File: src/rtl/avalon_arb_pkg.sv
// Shared types and sizing helpers for the two-master Avalon-MM memory arbiter.
package avalon_arb_pkg;

  typedef enum logic {
    ID_CPU = 1'b0,
    ID_ACC = 1'b1
  } master_id_t;

  // Width needed to hold an occupancy count from 0 up to and including depth.
  function automatic int cnt_w(input int depth);
    return $clog2(depth) + 1;
  endfunction

endpackage

File: src/rtl/arb_tag_fifo.sv
// Tag FIFO remembering which master issued each accepted read, popped per response.
module arb_tag_fifo
  import avalon_arb_pkg::*;
#(
  parameter int PENDING = 4
) (
  input  logic                        clk,
  input  logic                        rst,
  input  logic                        push,
  input  master_id_t                  push_id,
  input  logic                        pop,
  output master_id_t                  head_id,
  output logic                        full,
  output logic                        empty,
  output logic [cnt_w(PENDING)-1:0]   count
);

  localparam int PTR_W = $clog2(PENDING);
  localparam int CNT_W = cnt_w(PENDING);

  master_id_t       slots [PENDING];
  logic [PTR_W-1:0] wr_ptr;
  logic [PTR_W-1:0] rd_ptr;
  logic             do_push;
  logic             do_pop;

  assign full    = (count == CNT_W'(PENDING));
  assign empty   = (count == '0);
  assign do_push = push & !full;
  assign do_pop  = pop & !empty;
  assign head_id = slots[rd_ptr];

  // Storage carries no reset; occupancy alone decides what is valid.
  always_ff @(posedge clk) begin
    if (do_push) slots[wr_ptr] <= push_id;
  end

  always_ff @(posedge clk or posedge rst) begin
    if (rst) begin
      wr_ptr <= '0;
      rd_ptr <= '0;
      count  <= '0;
    end else begin
      if (do_push) wr_ptr <= wr_ptr + 1'b1;
      if (do_pop)  rd_ptr <= rd_ptr + 1'b1;
      case ({do_push, do_pop})
        2'b10:   count <= count + 1'b1;
        2'b01:   count <= count - 1'b1;
        default: ;
      endcase
    end
  end

endmodule

File: src/rtl/avalon_mem_arbiter.sv
// Two-master (CPU, accelerator) to one-slave Avalon-MM arbiter with pipelined read routing.
// Define ARB_FIXED_PRI_EN to give the CPU fixed priority instead of round-robin.
module avalon_mem_arbiter
  import avalon_arb_pkg::*;
#(
  parameter int ADDR_W  = 32,
  parameter int DATA_W  = 32,
  parameter int PENDING = 4
) (
  input  logic              clk,
  input  logic              rst,
  output logic              cpu_waitrequest,
  input  logic [ADDR_W-1:0] cpu_address,
  input  logic              cpu_read,
  output logic [DATA_W-1:0] cpu_readdata,
  output logic              cpu_readdatavalid,
  input  logic              cpu_write,
  input  logic [DATA_W-1:0] cpu_writedata,
  output logic              acc_waitrequest,
  input  logic [ADDR_W-1:0] acc_address,
  input  logic              acc_read,
  output logic [DATA_W-1:0] acc_readdata,
  output logic              acc_readdatavalid,
  input  logic              acc_write,
  input  logic [DATA_W-1:0] acc_writedata,
  input  logic              mem_waitrequest,
  output logic [ADDR_W-1:0] mem_address,
  output logic              mem_read,
  input  logic [DATA_W-1:0] mem_readdata,
  input  logic              mem_readdatavalid,
  output logic              mem_write,
  output logic [DATA_W-1:0] mem_writedata,
  output logic              err_orphan
);

  localparam int CNT_W = cnt_w(PENDING);

  logic              req_cpu, req_acc;
  logic              gnt_vld;
  master_id_t        gnt_id;
  logic              lock;
  master_id_t        owner, last_grant;
  logic              g_read, g_write;
  logic [ADDR_W-1:0] g_addr;
  logic [DATA_W-1:0] g_wdata;
  logic              read_stall, mem_req, accept, gnt_ok, rsp_pop;
  logic              fifo_full, fifo_empty;
  master_id_t        head_id;
  logic [CNT_W-1:0]  tag_count;

  assign req_cpu = cpu_read | cpu_write;
  assign req_acc = acc_read | acc_write;

  // A locked transfer keeps the slave signals stable until it is accepted.
  always_comb begin
    gnt_vld = 1'b0;
    gnt_id  = ID_CPU;
    if (lock) begin
      gnt_vld = 1'b1;
      gnt_id  = owner;
    end else if (req_cpu && req_acc) begin
      gnt_vld = 1'b1;
`ifdef ARB_FIXED_PRI_EN
      gnt_id  = ID_CPU;
`else
      gnt_id  = (last_grant == ID_CPU) ? ID_ACC : ID_CPU;
`endif
    end else if (req_cpu) begin
      gnt_vld = 1'b1;
      gnt_id  = ID_CPU;
    end else if (req_acc) begin
      gnt_vld = 1'b1;
      gnt_id  = ID_ACC;
    end
  end

  always_comb begin
    g_read  = 1'b0;
    g_write = 1'b0;
    g_addr  = '0;
    g_wdata = '0;
    if (gnt_vld && !rst) begin
      if (gnt_id == ID_CPU) begin
        g_read  = cpu_read;
        g_write = cpu_write;
        g_addr  = cpu_address;
        g_wdata = cpu_writedata;
      end else begin
        g_read  = acc_read;
        g_write = acc_write;
        g_addr  = acc_address;
        g_wdata = acc_writedata;
      end
    end
  end

  // A full tag FIFO holds back reads only; writes need no tag.
  assign read_stall    = g_read & fifo_full;
  assign mem_read      = g_read & !read_stall;
  assign mem_write     = g_write;
  assign mem_address   = g_addr;
  assign mem_writedata = g_wdata;
  assign mem_req       = mem_read | mem_write;
  assign accept        = mem_req & !mem_waitrequest;

  assign gnt_ok          = gnt_vld & !rst & !mem_waitrequest & !read_stall;
  assign cpu_waitrequest = !(gnt_ok && gnt_id == ID_CPU);
  assign acc_waitrequest = !(gnt_ok && gnt_id == ID_ACC);

  assign rsp_pop           = mem_readdatavalid & !fifo_empty & !rst;
  assign cpu_readdatavalid = rsp_pop && head_id == ID_CPU;
  assign acc_readdatavalid = rsp_pop && head_id == ID_ACC;
  assign cpu_readdata      = mem_readdata;
  assign acc_readdata      = mem_readdata;

  always_ff @(posedge clk or posedge rst) begin
    if (rst) begin
      lock       <= 1'b0;
      owner      <= ID_CPU;
      last_grant <= ID_ACC;
      err_orphan <= 1'b0;
    end else begin
      if (mem_req && mem_waitrequest) begin
        lock  <= 1'b1;
        owner <= gnt_id;
      end else if (accept) begin
        lock       <= 1'b0;
        last_grant <= gnt_id;
      end
      if (mem_readdatavalid && tag_count == '0) err_orphan <= 1'b1;
    end
  end

  arb_tag_fifo #(
    .PENDING (PENDING)
  ) u_tag_fifo (
    .clk     (clk),
    .rst     (rst),
    .push    (accept & mem_read),
    .push_id (gnt_id),
    .pop     (rsp_pop),
    .head_id (head_id),
    .full    (fifo_full),
    .empty   (fifo_empty),
    .count   (tag_count)
  );

endmodule

File: config.mk
export PLATFORM = sky130hd
export DESIGN_NAME = avalon_mem_arbiter
export DESIGN_NICKNAME = d
export VERILOG_FILES = /design/src/rtl/avalon_arb_pkg.sv /design/src/rtl/arb_tag_fifo.sv /design/src/rtl/avalon_mem_arbiter.sv
export SDC_FILE = /design/constraint.sdc
export NUM_CORES = 1
export LEC_CHECK = 0
export CAP_MARGIN = 20
export CORE_AREA = 2 2 118 120
export DETAILED_ROUTE_END_ITERATION = 6
export DIE_AREA = 0 0 120 122
export MAX_ROUTING_LAYER = met4
export SYNTH_ARGS = -nofsm -noshare
export SYNTH_HDL_FRONTEND = slang
export SYNTH_HIERARCHICAL = 1
export SYNTH_SLANG_ARGS = --single-unit
File: constraint.sdc
create_clock -name clk -period 4.1 [get_ports clk]
set_input_delay 0.82 -clock clk [delete_from_list [all_inputs] [get_ports clk]]
set_output_delay 0.82 -clock clk [all_outputs]
set_load 0.005 [all_outputs]
==> results.yml, run 1 <==
setup_path:
  r2r_end: "u_tag_fifo/count[1]$_DFFE_PP0P_"
  r2r_slack_ns: 1.30
  critPathSlowestCell: "clkdlybuf4s50_1"
  crit_top_cell: "clkdlybuf4s50_1"
  path_depth: 8
  rr_worst_depth: 10
  cp-start-kind: "input port"
  cp_cell_sequence: "clkdlybuf4s50_1 -> o21a_1 -> o31a_2 -> inv_2 -> buf_4 -> nand2_1 -> a21oi_1 -> clkdlybuf4s50_1"
  cp-end-kind: "output pin"
  cp-endpoint: "mem_address[12]"
  timing.rr.start: "lock$_DFFE_PP0P_"
  path_buf_inv: 4
  crit_family: "buffers and inverters"
  crit_type: "input port to output pin"
  cp.required_ns: 3.28
  worstSetupStartpoint: "cpu_read"
  critical_path_arrival_ns: 3.04
  cpPeakStageDelay_ns: 0.54
  cp_max_fo: 14
outcome:
  status: "completed"
routing:
  post-route-drc-count: 0
  firstDrtPassIters: 4
  antenna_left: 0
  routed_wl_um: 9319
  drt_iter0_markers: 106
  wire_per_inst_um: 13.95
  route.vias.total: 2770
  via_per_inst: 4.147
synth:
  ys_types: 42
  ys_ff_latch: 15
  yosysWarnings: 6
  synthArstFlopShare_pct: 73.33
  synth_area_mm2: 0.002292
  syn-mean-instance-area_um2: 6.403
  synth_top_area_share_pct: 21.45
  synth_seq_area_share_pct: 17.30
  synthTopCellsByArea: "nand2_1 21%, buf_4 21%, a21oi_1 14%, dfrtp_1 11%, edfxtp_1 5.2%"
  synth_top_area_cell: "nand2_1"
  synth_common_cells: "131 x nand2_1, 65 x a21oi_1, 64 x buf_4"
  synth_top_flop_cell: "dfrtp_1"
  synth_edf_count: 4
  synth_most_common_cell: "nand2_1"
  synthCells: 358
  synth_nets: 532
cts:
  hold_buffers: 0
  cts.clk_slew.worst_paths_ns: 0.05
  clock-root-buffer: "clkbuf_16"
  cts_tree: "built"
  cts-resized-gates: 0
  post_cts_buffers: 0
  clkSinkCount: 15
  cts_buffer_depth: 2
  numCtsBuffers: 3
  cts.htree.levels: 1
  clk_latency_ns: 0.25
power:
  cell_internal_pwr_mw: 1.122
  powerDensity_mw_per_mm2: 467.5
  switching_share_pct: 42.58
  leakage_nw: 1.628
  clkPwrFrac_pct: 9.9
  pwr-share-comb_pct: 75.3
  seqPwrFrac_pct: 14.8
  ir_worst_vdd_uv: 287.7
  switchingPower_mw: 0.8318
layout:
  syn2layout_area_growth_pct: 82.31
  n_antenna_cell: 0
  drive_above_1_share_pct: 5.123
  final_cell_count_no_fill: 668
  fin_nets: 663
place:
  hpwl_um: 7267
  port_buffers: 206
  placedCellCount: 664
  gp_congestion: 0.7215
timing:
  fmax_mhz: 259.4
  worst_pin_slew_ns: 0.4310
  setup_viol: 0
  fin_tns_setup_ns: 0
  rsz0062_at_grt: "no"
  final-hold-violation-count: 0
  period_share_pct: 94.03
  skew_ns: 0.004917
  drv_slew: 0
  period_minus_slack_ns: 3.855
  slew_headroom_pct: 71.21
die:
  die_x_um: 120
  io_pins: 303
  core_area_mm2: 0.01350
  die_area_mm2: 0.01464
  num_rows: 43
  die_y_um: 122
  start_util_pct: 16.97
run:
  drv_cap: 0
global_routing:
  overflow: 0
  grt_max_degree: 66
  grt_first_pass_wirelength_um: 13590
  antenna_found_initial: 0
  grt_pass1_vias: 2645
  grtUsageTotal_pct: 11.97
hold_path:
  hold_class: "register to register"
  min_path_cells: 1
sequential cells by signal, indices dropped and copies added (netlist names):
| signal | cells |
|---|---|
| u_tag_fifo/rd_ptr | 2 |
| last_grant | 1 |
| lock | 1 |
| u_tag_fifo/count | 3 |
| owner | 1 |
| u_tag_fifo/slots | 4 |
| u_tag_fifo/wr_ptr | 2 |
| err_orphan | 1 |
worst min-delay path by stage:
stage                                                start                          endpoint  slack (ns)
after floorplan           u_tag_fifo/rd_ptr[1]$_DFFE_PP0P_  u_tag_fifo/rd_ptr[1]$_DFFE_PP0P_        0.45
after global placement              err_orphan$_DFFE_PP0P_            err_orphan$_DFFE_PP0P_        0.46
after detailed placement            err_orphan$_DFFE_PP0P_            err_orphan$_DFFE_PP0P_        0.47
after CTS                           err_orphan$_DFFE_PP0P_            err_orphan$_DFFE_PP0P_        0.48
after global routing                err_orphan$_DFFE_PP0P_            err_orphan$_DFFE_PP0P_        0.48
final                               err_orphan$_DFFE_PP0P_            err_orphan$_DFFE_PP0P_        0.47
power by group through the flow:
| stage | clock, mW | sequential [mW] | combinational, mW |
|---|---|---|---|
| finish | 0.193 | 0.290 | 1.47 |
| global route | 0.198 | 0.299 | 1.64 |
| CTS | 0.195 | 0.290 | 1.50 |
| detailed placement | 0 | 0.292 | 1.49 |
| global placement | 0 | 0.285 | 1.45 |
| floorplan | 0 | 0.266 | 0.797 |
placed cells by master, fill, tap and decap left out, drive strengths merged, types with 2 or more instances in the layout:
cell,count
nand2b,2
o311ai,2
a2111o,2
inv,10
clkdlybuf4s50,206
edfxtp,4
nor2b,4
xor2,4
a21oi,65
o21ai,5
nor2,3
nor3b,2
nand2,131
mux2,3
o211ai,2
ha,5
and2,5
buf,6
clkbuf,4
dfrtp,10
xnor2,2
stage by stage:
step / hold WS, ns / power, mW / worst slack, ns / utilization, % / cell area, µm²
finish: 0.4710 / 1.953 / 0.2446 / 30.95 / 4179
floorplan: 0.4495 / 1.063 / 1.055 / - / 2292
CTS: 0.4780 / 1.984 / 0.2079 / 30.95 / 4179
global placement: 0.4606 / 1.736 / 0.2591 / 30.36 / 4100
detailed placement: 0.4674 / 1.779 / 0.2186 / 30.36 / 4100
global route: 0.4826 / 2.134 / 0.1424 / 30.95 / 4179
cell families (layout without fill, tap and decap cells):
| logic type | Yosys count | in the layout | share of synthesized area, % |
|---|---|---|---|
| adder cells (fa/ha/maj) | 6 | 6 | 3.603 |
| multiplexers | 4 | 4 | 2.620 |
| buffers and inverters | 96 | 226 | 26.75 |
| flip-flops | 15 | 15 | 17.30 |
| AND/OR/NAND/NOR | 151 | 151 | 27.51 |
| XOR/XNOR | 6 | 6 | 2.293 |
| AO/OA/AOI/OAI | 80 | 80 | 19.92 |
area by class of cell:
type	instances	area [µm²]
flip-flops and latches	15	396.6
repair buffers	212	2157
inverters	10	37.54
clock buffers	4	78.83
multi-input cells	247	1284
fillers	1437	9325
well taps	180	225.2
routing by layer:
metal / vias up / wire length (µm) / share of wire, % / global-route usage, %
met5: - / 0 / 0 / -
met4: 0 / 381 / 4.1 / 6.176
met3: 42 / 773 / 8.3 / 2.575
met2: 138 / 4352 / 47 / 19.07
met1: 1238 / 3812 / 41 / 14.24
li1: 1352 / - / - / -
No activity file was read; power rests on OpenSTA's default activity.
==> inputs of run 2 (changes only) <==
--- a/config.mk
+++ b/config.mk
@@ -10,6 +10,8 @@
 export DETAILED_ROUTE_END_ITERATION = 6
 export DIE_AREA = 0 0 120 122
 export MAX_ROUTING_LAYER = met4
+export SETUP_SLACK_MARGIN = 0.5
+export SKIP_CTS_REPAIR_TIMING = 1
 export SYNTH_ARGS = -nofsm -noshare
 export SYNTH_HDL_FRONTEND = slang
 export SYNTH_HIERARCHICAL = 1
==> run 2 against run 1 <==
Compared with the run above:
- combinational power up 13%
- clock skew shrank 0.0022 ns
- first-iteration DRC count down 34%
- global-route usage unchanged
- sequential power hardly changed
- clock-buffer cell count unchanged
- core utilization grew 1.8 points
- via count grew 2.7%
- hold slack about the same
- maximum frequency grew 11%
- critical path depth down 1
==> results.yml, run 2 (synthesis gave the netlist of run 1 again) <==
layout:
  layout_commonest_cell: "clkdlybuf4s50_1"
  n_antenna_cell: 0
  drive_above_1_share_pct: 6.869
  final_cell_mix: "193 x clkdlybuf4s50_1, 131 x nand2_1, 63 x a21oi_1"
  largest_register_ffs: 4
  reg_top3: "u_tag_fifo/slots (4), u_tag_fifo/count (3)"
  fin_nets: 670
  syn2layout_area_growth_pct: 92.69
  final_cell_count_no_fill: 675
  regMostFlops: "u_tag_fifo/slots"
  fillers: 1419
routing:
  antenna_left: 0
  drt_iter0_markers: 70
  post-route-drc-count: 0
  wire_per_inst_um: 15.15
  routed_wl_um: 10230
  via_per_inst: 4.213
  firstDrtPassIters: 4
  route.vias.total: 2844
setup_path:
  rr_worst_depth: 11
  path_buf_inv: 4
  cp.required_ns: 3.28
  crit_type: "input port to output pin"
  r2r_slack_ns: 1.34
  timing.rr.start: "lock$_DFFE_PP0P_"
  critical_path_arrival_ns: 2.66
  critPathSlowestCell: "or4_4"
  cp_cell_sequence: "dlymetal6s2s_1 -> or4_4 -> o21ai_4 -> buf_12 -> clkbuf_16 -> a21oi_1 -> clkdlybuf4s50_1"
  worstSetupStartpoint: "acc_read"
  cp_max_fo: 20
  crit_family: "buffers and inverters"
  cp-end-kind: "output pin"
  cpPeakStageDelay_ns: 0.55
  cp-start-kind: "input port"
  r2r_end: "u_tag_fifo/count[2]$_DFFE_PP0P_"
power:
  power.total_mw: 2.138
  pwr-share-comb_pct: 77.5
  powerDensity_mw_per_mm2: 484.1
  ir_worst_vdd_uv: 249.7
  seqPwrFrac_pct: 13.5
  switchingPower_mw: 0.9005
  leakage_nw: 1.884
  clkPwrFrac_pct: 8.9
  switching_share_pct: 42.11
  cell_internal_pwr_mw: 1.238
cts:
  clk_latency_ns: 0.25
  cts_buffer_depth: 2
  numCtsBuffers: 3
  cts_tree: "built"
  cts.htree.levels: 1
  clock-root-buffer: "clkbuf_16"
  clkSinkCount: 15
  cts.clk_slew.worst_paths_ns: 0.05
global_routing:
  grt_pass1_vias: 2645
  overflow: 0
  grt_first_pass_wirelength_um: 13590
  antenna_found_initial: 0
  grt_max_degree: 66
  grtUsageTotal_pct: 11.97
die:
  die_x_um: 120
  num_rows: 43
  start_util_pct: 16.97
  die_y_um: 122
  die_area_mm2: 0.01464
  io_pins: 303
  core_area_mm2: 0.01350
timing:
  fin_tns_setup_ns: 0
  slew_headroom_pct: 62.21
  skew_ns: 0.002739
  setup_ws_ns: 0.6205
  setup_viol: 0
  period_share_pct: 84.87
  period_minus_slack_ns: 3.480
  hold_slack_ns: 0.4707
  drv_slew: 0
  worst_pin_slew_ns: 0.5598
  final-hold-violation-count: 0
  rsz0062_at_grt: "no"
  fmax_mhz: 287.4
run:
  drv_cap: 0
place:
  placedCellCount: 664
  gp_congestion: 0.7215
  hpwl_um: 7267
  dp_worst_setup_slack_ns: 0.2186
  port_buffers: 206
hold_path:
  min_path_cells: 1
  hold_path_startpoint: "err_orphan$_DFFE_PP0P_"
  hold_end: "err_orphan$_DFFE_PP0P_"
  hold_class: "register to register"
outcome:
  status: "completed"
==> run 2: changes by cell type in the layout (fill, tap and decap cells not counted), moves of 2 or more <==
cell / before / now
a21oi_1: 65 / 63
clkdlybuf4s50_1: 206 / 193
dlymetal6s2s_1: 0 / 13
a21oi_2: 0 / 2
clkbuf_16: 3 / 8
==> run 2: worst max path at each step <==
stage	to	depth (start not counted)
floorplan	u_tag_fifo/count[2]$_DFFE_PP0P_	12
global placement	mem_address[12]	8
detailed placement	mem_address[12]	8
CTS	mem_address[12]	8
global route	mem_address[15]	7
finish	mem_writedata[24]	7
==> run 2: layout make-up <==
cell class | count | area (µm²) | area share [%]
clock buffers | 4 | 78.83 | 1.785
inverters | 10 | 42.54 | 0.9632
multi-input cells | 247 | 1304 | 29.52
flip-flops and latches | 15 | 396.6 | 8.980
well taps | 180 | 225.2 | 5.099
repair buffers | 219 | 2370 | 53.65
==> run 2: metal layers <==
metal | vias up | global-route usage (%) | share of wire [%]
met5 | - | - | 0
met4 | 0 | 6.176 | 3.9
met3 | 46 | 2.575 | 7.6
met2 | 145 | 19.07 | 47
met1 | 1282 | 14.24 | 41
li1 | 1371 | - | -
==> run 2: power groups by stage <==
stage | sequential [mW] | clock [mW] | combinational (mW)
floorplan | 0.266 | 0 | 0.797
global placement | 0.285 | 0 | 1.45
detailed placement | 0.292 | 0 | 1.49
CTS | 0.290 | 0.195 | 1.50
global route | 0.299 | 0.198 | 1.82
finish | 0.289 | 0.191 | 1.66
==> run 2: stage by stage <==
step	instance area [µm²]	util, %
floorplan	2292	-
global placement	4100	30.36
detailed placement	4100	30.36
CTS	4179	30.95
global route	4417	32.71
finish	4417	32.71
==> inputs of run 3 (changes only) <==
--- a/config.mk
+++ b/config.mk
@@ -6,9 +6,9 @@
 export NUM_CORES = 1
 export LEC_CHECK = 0
 export CAP_MARGIN = 20
-export CORE_AREA = 2 2 118 120
+export CORE_AREA = 2 2 119 121
 export DETAILED_ROUTE_END_ITERATION = 6
-export DIE_AREA = 0 0 120 122
+export DIE_AREA = 0 0 121 123
 export MAX_ROUTING_LAYER = met4
 export SETUP_SLACK_MARGIN = 0.5
 export SKIP_CTS_REPAIR_TIMING = 1
==> constraint.sdc (replaced) <==
create_clock -name clk -period 2.9 [get_ports clk]
set_input_delay 0.58 -clock clk [delete_from_list [all_inputs] [get_ports clk]]
set_output_delay 0.58 -clock clk [all_outputs]
set_load 0.005 [all_outputs]
==> run 3 against run 2 <==
Compared with the run above:
- total power grew 77%
- clock power increased by 41%
- cell count grew 7.6%
- hold slack improved by 0.00068 ns
- via count up 9.5%
- non-clock buffer count is 51 higher
- critical endpoint is now mem_writedata[29]
- clock-buffer cell count is 1 lower
==> results.yml, run 3 (synthesis gave the netlist of run 1 again) <==
die:
  core_area_mm2: 0.01361
  io_pins: 303
  die_x_um: 121
  start_util_pct: 16.84
  die_area_mm2: 0.01488
  die_y_um: 123
  num_rows: 43
timing:
  skew_ns: 0.007664
  fin_tns_setup_ns: 0
  fmax_mhz: 369.9
  worst_pin_slew_ns: 0.5757
  period_share_pct: 93.23
  period_minus_slack_ns: 2.704
  final-hold-violation-count: 0
  setup_viol: 0
  rsz0062_at_grt: "yes"
  slew_headroom_pct: 61.45
  drv_slew: 0
routing:
  via_per_inst: 4.288
  antenna_left: 0
  routed_wl_um: 12270
  wire_per_inst_um: 16.91
  firstDrtPassIters: 4
  route.vias.total: 3113
  post-route-drc-count: 0
  drt_iter0_markers: 147
cts:
  clk_latency_ns: 0.25
  cts.clk_slew.worst_paths_ns: 0.05
  cts.htree.levels: 1
  clock-root-buffer: "clkbuf_16"
  numCtsBuffers: 3
  cts_tree: "built"
  cts_buffer_depth: 2
  clkSinkCount: 15
layout:
  fillers: 1392
  regMostFlops: "u_tag_fifo/slots"
  final_cell_mix: "132 x clkdlybuf4s50_1, 123 x nand2_1, 47 x a21oi_2"
  utilization_pct: 37.18
  reg_top3: "u_tag_fifo/slots (4), u_tag_fifo/count (3)"
  fin_nets: 721
  layout_commonest_cell: "clkdlybuf4s50_1"
  drive_above_1_share_pct: 39.93
  syn2layout_area_growth_pct: 120.8
  largest_register_ffs: 4
  n_antenna_cell: 0
global_routing:
  overflow: 0
  grt_first_pass_wirelength_um: 13250
  grt_max_degree: 43
  grtUsageTotal_pct: 11.21
  antenna_found_initial: 0
  grt_pass1_vias: 2704
setup_path:
  cp_max_fo: 5
  cp-start-kind: "input port"
  worstSetupStartpoint: "acc_read"
  cp.required_ns: 2.32
  cp-end-kind: "output pin"
  crit_type: "input port to output pin"
  timing.rr.start: "u_tag_fifo/count[0]$_DFFE_PP0P_"
  critical_path_arrival_ns: 2.12
run:
  drv_cap: 0
power:
  powerDensity_mw_per_mm2: 749.1
  ir_worst_vdd_uv: 227.3
  leakage_nw: 2.285
place:
  port_buffers: 206
  hpwl_um: 7307
  gp_congestion: 0.7534
outcome:
  status: "completed"
hold_path:
  hold_path_startpoint: "err_orphan$_DFFE_PP0P_"
  hold_class: "register to register"
==> run 3: cell types whose count changed in the layout (fill, tap and decap cells not counted), moves of 8 or more <==
cell,previous run,this run
a21oi_1,63,15
a21oi_2,2,47
buf_12,5,14
buf_2,0,44
buf_4,1,22
buf_6,0,11
buf_8,1,10
clkbuf_2,0,20
clkdlybuf4s50_1,193,132
nand2_1,131,123
==> run 3: power breakdown <==
part,switching (mW),internal (mW)
Combinational,1.48,1.64
Clock,0.0855,0.184
Sequential,0.0831,0.316
==> run 3: through the flow <==
step | instances | power (mW) | hold slack (ns) | instance area, µm² | setup slack [ns]
3_3_place_gp | 679 | 2.568 | 0.4625 | 4243 | -0.4022
6_report | 726 | 3.791 | 0.4714 | 5061 | 0.1962
4_1_cts | 683 | 2.912 | 0.4817 | 4323 | -0.4405
2_1_floorplan | 358 | 1.523 | 0.3762 | 2310 | 0.1248
5_1_grt | 726 | 4.065 | 0.4864 | 5061 | 0.1367
3_5_place_dp | 679 | 2.627 | 0.4690 | 4243 | -0.4227
==> run 3: critical path, cell delays in order <==
cell and delay (ns):
buf_8 0.10, or4_4 0.54, o21ai_4 0.20, buf_8 0.14, buf_12 0.11, buf_8 0.13, clkbuf_16 0.16, a21oi_2 0.03
buf_2 0.13
==> run 3: worst paths after layout <==
path,cells after the start,slack [ns],end
setup / recovery,9,0.20,mem_writedata[29]
hold / removal,1,0.47,err_orphan$_DFFE_PP0P_
setup reg to reg,11,0.46,u_tag_fifo/count[2]$_DFFE_PP0P_
hold reg to reg,1,0.47,err_orphan$_DFFE_PP0P_
max in group asynchronous,3,1.92,u_tag_fifo/wr_ptr[0]$_DFFE_PP0P_
min in group asynchronous,3,0.70,owner$_DFFE_PP0P_
==> run 3: routing by layer <==
metal  vias up  share of wire [%]  global-route usage, %
met1      1475                 43                  13.33
met2       134                 48                  18.71
met4         0                2.4                  4.360
met5         -                  0                      -
li1       1473                  -                      -
met3        31                6.6                  2.214
==> run 3: layout make-up <==
type	count	area, µm²	area share (%)
sequential	15	396.6	7.837
timing repair buffer	270	2711	53.57
tap	180	225.2	4.450
multi-input combinational	247	1603	31.67
inverter	10	45.04	0.8900
clock inverter	1	5.005	0.09889
clock buffer	3	75.07	1.483
